**src/rtl/alu_sequencer.sv**
```systemverilog
// Four-state control sequencer for an 8080-style ALU: fetches operands, executes, writes back.
// Every control output is a flop loaded with the value for the state being entered.
module alu_sequencer (
    input  logic       clk,
    input  logic       rst_n,
    input  logic       start,
    input  logic [3:0] op,
    input  logic       cy_in,
    output logic       busy,
    output logic       done,
    output logic       illegal,
    output logic       select_op1,
    output logic       select_op2,
    output logic       select_neg,
    output logic       select_ncarry_1,
    output logic       select_shift_right,
    output logic       shift_right_in,
    output logic       alu_cin_n,
    output logic       a_to_act,
    output logic       dbus_to_act,
    output logic       sel_0_fe,
    output logic       fe_0_to_act,
    output logic       write_dbus_to_alu_tmp,
    output logic       alu_to_a,
    output logic       sel_alu_a,
    output logic       alu_a_to_dbus,
    output logic       flag_we,
    output logic       flag_cy_we,
    output logic       flag_cy_clr
);

    localparam logic [3:0] OP_ADD = 4'd0;
    localparam logic [3:0] OP_ADC = 4'd1;
    localparam logic [3:0] OP_SUB = 4'd2;
    localparam logic [3:0] OP_SBB = 4'd3;
    localparam logic [3:0] OP_ANA = 4'd4;
    localparam logic [3:0] OP_XRA = 4'd5;
    localparam logic [3:0] OP_ORA = 4'd6;
    localparam logic [3:0] OP_CMP = 4'd7;
    localparam logic [3:0] OP_INR = 4'd8;
    localparam logic [3:0] OP_DCR = 4'd9;

    typedef enum logic [1:0] {IDLE, FETCH, EXEC, WB} state_t;

    typedef struct packed {
        logic busy;
        logic done;
        logic illegal;
        logic select_op1;
        logic select_op2;
        logic select_neg;
        logic select_ncarry_1;
        logic alu_cin_n;
        logic a_to_act;
        logic sel_0_fe;
        logic fe_0_to_act;
        logic write_dbus_to_alu_tmp;
        logic alu_to_a;
        logic sel_alu_a;
        logic alu_a_to_dbus;
        logic flag_we;
        logic flag_cy_we;
        logic flag_cy_clr;
    } ctrl_t;

    state_t     state_reg, state_next;
    logic [3:0] op_reg, op_next;
    logic       cy_reg, cy_next;
    ctrl_t      ctrl_reg, ctrl_next;
    logic       op_legal;
    logic       accept;

    assign op_legal = (op < 4'd10);
    assign accept   = (state_reg == IDLE) && start && op_legal;

    // State register; captured operands and control flops share the async clear.
    always_ff @(posedge clk or negedge rst_n) begin
        if (!rst_n) begin
            state_reg          <= IDLE;
            op_reg             <= 4'd0;
            cy_reg             <= 1'b0;
            ctrl_reg           <= '0;
            ctrl_reg.alu_cin_n <= 1'b1;
        end else begin
            state_reg <= state_next;
            op_reg    <= op_next;
            cy_reg    <= cy_next;
            ctrl_reg  <= ctrl_next;
        end
    end

    always_comb begin
        state_next = state_reg;
        op_next    = op_reg;
        cy_next    = cy_reg;
        case (state_reg)
            IDLE: begin
                if (accept) begin
                    state_next = FETCH;
                    op_next    = op;
                    cy_next    = cy_in;
                end
            end
            FETCH:   state_next = EXEC;
            EXEC:    state_next = WB;
            WB:      state_next = IDLE;
            default: state_next = IDLE;
        endcase
    end

    // Decode for the state being entered, so the flops present it for the whole cycle.
    always_comb begin
        ctrl_next           = '0;
        ctrl_next.alu_cin_n = 1'b1;
        ctrl_next.busy      = (state_next != IDLE);
        ctrl_next.done      = (state_reg == WB);
        ctrl_next.illegal   = (state_reg == IDLE) && start && !op_legal;

        if (state_next != IDLE) begin
            case (op_next)
                OP_SUB, OP_SBB, OP_CMP: {ctrl_next.select_op1, ctrl_next.select_op2,
                                         ctrl_next.select_neg, ctrl_next.select_ncarry_1} = 4'b1010;
                OP_ANA:                 {ctrl_next.select_op1, ctrl_next.select_op2,
                                         ctrl_next.select_neg, ctrl_next.select_ncarry_1} = 4'b1100;
                OP_XRA:                 {ctrl_next.select_op1, ctrl_next.select_op2,
                                         ctrl_next.select_neg, ctrl_next.select_ncarry_1} = 4'b1001;
                OP_ORA:                 {ctrl_next.select_op1, ctrl_next.select_op2,
                                         ctrl_next.select_neg, ctrl_next.select_ncarry_1} = 4'b0001;
                default:                {ctrl_next.select_op1, ctrl_next.select_op2,
                                         ctrl_next.select_neg, ctrl_next.select_ncarry_1} = 4'b1000;
            endcase
            case (op_next)
                OP_ADC:                         ctrl_next.alu_cin_n = ~cy_next;
                OP_SBB:                         ctrl_next.alu_cin_n = cy_next;
                OP_SUB, OP_CMP, OP_INR, OP_DCR: ctrl_next.alu_cin_n = 1'b0;
                default:                        ctrl_next.alu_cin_n = 1'b1;
            endcase
        end

        case (state_next)
            FETCH: begin
                ctrl_next.write_dbus_to_alu_tmp = 1'b1;
                if (op_next <= OP_CMP) begin
                    ctrl_next.a_to_act = 1'b1;
                end else begin
                    // INR adds 00h+1, DCR adds FEh+1 (i.e. subtracts one).
                    ctrl_next.sel_0_fe    = 1'b1;
                    ctrl_next.fe_0_to_act = (op_next == OP_DCR);
                end
            end
            WB: begin
                ctrl_next.alu_to_a      = (op_next <= OP_ORA);
                ctrl_next.sel_alu_a     = (op_next >= OP_INR);
                ctrl_next.alu_a_to_dbus = (op_next >= OP_INR);
                ctrl_next.flag_we       = 1'b1;
                ctrl_next.flag_cy_we    = (op_next <= OP_CMP);
                ctrl_next.flag_cy_clr   = (op_next == OP_ANA) || (op_next == OP_XRA) ||
                                          (op_next == OP_ORA);
            end
            default: ;
        endcase
    end

    assign busy                  = ctrl_reg.busy;
    assign done                  = ctrl_reg.done;
    assign illegal               = ctrl_reg.illegal;
    assign select_op1            = ctrl_reg.select_op1;
    assign select_op2            = ctrl_reg.select_op2;
    assign select_neg            = ctrl_reg.select_neg;
    assign select_ncarry_1       = ctrl_reg.select_ncarry_1;
    assign select_shift_right    = 1'b0;
    assign shift_right_in        = 1'b0;
    assign alu_cin_n             = ctrl_reg.alu_cin_n;
    assign a_to_act              = ctrl_reg.a_to_act;
    assign dbus_to_act           = 1'b0;
    assign sel_0_fe              = ctrl_reg.sel_0_fe;
    assign fe_0_to_act           = ctrl_reg.fe_0_to_act;
    assign write_dbus_to_alu_tmp = ctrl_reg.write_dbus_to_alu_tmp;
    assign alu_to_a              = ctrl_reg.alu_to_a;
    assign sel_alu_a             = ctrl_reg.sel_alu_a;
    assign alu_a_to_dbus         = ctrl_reg.alu_a_to_dbus;
    assign flag_we               = ctrl_reg.flag_we;
    assign flag_cy_we            = ctrl_reg.flag_cy_we;
    assign flag_cy_clr           = ctrl_reg.flag_cy_clr;

endmodule

```
**config.mk**
```make
export PLATFORM = sky130hd
export DESIGN_NAME = alu_sequencer
export DESIGN_NICKNAME = d
export VERILOG_FILES = /design/src/rtl/alu_sequencer.sv
export SDC_FILE = /design/constraint.sdc
export NUM_CORES = 1
export LEC_CHECK = 0
export ABC_AREA = 1
export CORE_UTILIZATION = 40
export DETAILED_ROUTE_END_ITERATION = 8
export GPL_TIMING_DRIVEN = 0
export PLACE_DENSITY = 0.69
export RECOVER_POWER = 50
export SETUP_SLACK_MARGIN = 0.3
export SLEW_MARGIN = 20
export SYNTH_ARGS = -nofsm -noshare
export SYNTH_HDL_FRONTEND = slang
export SYNTH_SLANG_ARGS = --single-unit
```
**constraint.sdc**
```tcl
create_clock -name clk -period 1.6 [get_ports clk]
set_clock_uncertainty 0.2 [all_clocks]
set_input_delay 0.32 -clock clk [delete_from_list [all_inputs] [get_ports clk]]
set_output_delay 0.32 -clock clk [all_outputs]
set_load 0.005 [all_outputs]
```
==> metrics, run 1 <==
post-DR wirelength/cell 13.8 um; dominant cell by count in the synthesized netlist nand2_1; total power consumption of the routed design 3.68 mW; non-filler instance count after layout 206; Max stage delay cell, worst path dfrtp_1; largest driver fanout on the critical path 3; remaining max-slew budget at the tightest pin 0.636; number of global-route vias before repair 941; multiplexer share of the synthesized area 0; dominant register cell in the synthesized netlist dfrtp_1; CP Data Required Time 1.66 ns; TritonCTS clock tree done; detailed placer's ending HPWL 1550 um; buffer cell driving the clock tree root clkbuf_4; Critical path buffers and inverters 3; layout overhead on the synthesized area 64.9%; Worst Setup Start Kind flip-flop; run status finished with violations; number of top-level design ports 29; number of H-tree branching levels 1; total of warnings raised by yosys 0; number of antenna violations at the first check in global routing 0; fraction of the mapped netlist area in compound gates 0.0421; placeable core area 2570 sq um; share of synthesized cell area in full adder, half adder and majority cells 0.0443; largest area contributor in the synthesized netlist dfrtp_1; count of buffers inserted at the top-level ports 25; Net count, final 189; share of cells above drive strength 1 0.574; share of the yosys chip area belonging to registers 0.533; total routing resource utilization after global routing 0.191; Post-Synthesis Mean Instance Area 9.65 sq um; area share of the largest cell type after synthesis 0.510; area of the mapped netlist 1130 sq um; top cells by count, synth 24 x nand2_1, 23 x dfrtp_1, 14 x inv_1, 14 x nand3_1, 9 x nor2_1; leakage power summed over all cells 0.945 nW; post-layout min period 1.83 ns; wire length of the first global-routing pass 4070 um; count of cell types in the netlist 23; Max IR drop VDD 1.33 mV; Antenna Nets Post-Route 0; # Max-Cap Violations 0; reg-to-reg slack, setup -0.23 ns; stage delay of the slowest cell on the critical path 0.43 ns; routability-driven placement congestion ratio 0.760; combinational family with the most area after synthesis simple AND/OR/NAND/NOR gates; simple-gate share of the synthesized area 0.290; Largest register FFs 4; largest net degree at the start of global routing 25; clock-pin slew on the worst setup and hold paths 0.13 ns; number of rows created at floorplan 18; vias post-DR 989; number of placed instances, taps included 174; unrepaired setup endpoints after global routing yes; wirelength, routed 2850 um; top achievable clock speed 0.547 GHz; final setup TNS -1.84 ns; synthesized netlist cell count 117; tightest hold margin 0.299 ns; clock buffer count from CTS 3; actual slew at the worst max-slew pin 0.545 ns; power density over the cells 1980 nW/um^2; worst setup path category flip-flop to flip-flop; post-route clock period utilization 1.14; total global routing overflow 0; Iter 0 DRT Violations 26; total inserted antenna cells 0; count of flip-flops with a built-in enable after synthesis 0; total setup violations reported at the end of the flow 14; Pre-antenna DRT Iters 4; FF+latch count, synth 24; Hold/Removal Path Class primary input to async pin; crit path DAT 1.89 ns; maximum root-to-sink buffer count 2; critical path, cell by cell inv_2 -> buf_4 -> buf_6 -> ha_4 -> nor2_4 -> a31oi_4 -> nor2_4 -> or2_4 -> nor2_2; die outline width 55.1 um; worst-skew pair later-pin latency 0.32 ns; die area 3040 sq um; drt drc 0; dominant cell type by count on the critical path nor2_4; xor/xnor share of the synthesized area 0; Sink Count 24; endpoint type of the worst setup path flip-flop; family with the most delay on the worst path simple AND/OR/NAND/NOR gates; Final Max Tran Viols 0; number of vias per cell 4.80; Synth area leaders dfrtp_1 51%, nand2_1 8.0%, nand3_1 6.2%, nand2_4 5.0%, inv_1 4.7%; Fin. Hold Viols 0; Worst Setup Slack post-DPL -0.559 ns; Fill cells 173; proportion of register bits with asynchronous set or reset after synthesis 1.00; Die H 55.1 um; worst path setup slack after routing -0.229 ns; failing checks setup timing; initial standard-cell utilization of the core 0.440
-- cells by family (layout without fill, tap and decap cells) --
family                     after synthesis  after routing
and+or+nand+nor                         63             63
buffers and inverters                   20             77
adders and majority gates                4              4
AOI/OAI and AO/OA                        5              5
DFF                                     24             24
other                                    1              3
-- worst register-to-register path: stages, from the launching register on --
cell and delay [ns]:
dfrtp_1 0.43, inv_2 0.10, buf_4 0.12, buf_6 0.10, ha_4 0.15, nor2_4 0.05, a31oi_4 0.22, nor2_4 0.08
or2_4 0.24, nor2_2 0.09
-- routing by layer --
metal | routed length (um) | share of wire | up-vias | GRT usage
met2 | 1490 | 0.52 | 34 | 0.339
met3 | 130 | 0.046 | 11 | 0.0273
met5 | 0 | 0 | - | 0
met1 | 1140 | 0.40 | 468 | 0.222
met4 | 79 | 0.028 | 0 | 0.0958
li1 | - | - | 476 | -
-- power breakdown --
part | total, mW | internal, mW | switching (mW) | leakage [nW]
Combinational | 2.40 | 1.19 | 1.20 | 0.618
Clock | 0.326 | 0.139 | 0.187 | 0.0210
Sequential | 0.958 | 0.849 | 0.109 | 0.306
Total | 3.68 | 2.18 | 1.50 | 0.945
-- final timing paths --
check | startpoint | endpoint | cells after the start
worst max-delay path | state_reg[0]$_DFF_PN0_ | select_ncarry_1$_DFF_PN0_ | 9
worst min register to register | cy_reg$_DFF_PN0_ | cy_reg$_DFF_PN0_ | 2
min in group clk | cy_reg$_DFF_PN0_ | cy_reg$_DFF_PN0_ | 2
worst max register to register | state_reg[0]$_DFF_PN0_ | select_ncarry_1$_DFF_PN0_ | 9
max in group asynchronous | rst_n | alu_cin_n$_DFF_PN1_ | 2
worst min-delay path | rst_n | write_dbus_to_alu_tmp$_DFF_PN0_ | 2
-- cell usage in the layout, fill, tap and decap left out, types with 2 or more instances in the layout --
cell              n
buf_2            17
inv_2             3
nand2_4           9
ha_4              2
nor2_1            5
conb_1            3
clkdlybuf4s50_1   5
nand2_1          13
nand2_8           2
o21ai_4           2
buf_4            15
nand3_2           5
nor2_2            3
nand2_2           9
nand3_1           8
inv_1            11
buf_6            17
clkbuf_4          3
dfrtp_1          23
nor2_4            4
-- stage by stage --
stage | instance area (sq um) | util
finish | 1860 | 0.725
global route | 1860 | 0.725
CTS | 1710 | 0.665
detailed placement | 1460 | 0.567
global placement | 1460 | 0.567
floorplan | 1170 | -
-- repair_timing --
action                     in CTS  in global routing
cloned                          1                  0
setup buffers                  19                  7
hold buffers                    0                  1
pin swaps                       8                 15
resized for setup             104                 24
setup endpoints to repair      62                 38
hold endpoints to repair        0                 23
-- layout make-up --
class,count,area (sq um),area share
repair buffers,53,452,0.243
clock buffers,4,36.3,0.0195
well taps,30,37.5,0.0202
inverters,15,63.8,0.0343
flip-flops and latches,24,602,0.323
plain buffers,5,48.8,0.0262
multi-input cells,75,621,0.334
Power figures use the tool's default switching activity.
==> run 2, diff against run 1 <==
--- a/config.mk
+++ b/config.mk
@@ -6,6 +6,8 @@
 export NUM_CORES = 1
 export LEC_CHECK = 0
 export ABC_AREA = 1
+export ABC_CLOCK_PERIOD_IN_PS = 1600
+export CAP_MARGIN = 20
 export CORE_UTILIZATION = 40
 export DETAILED_ROUTE_END_ITERATION = 8
 export GPL_TIMING_DRIVEN = 0
==> results of run 2 <==
Final layout, timing and power as in run 1 (identical DEF).
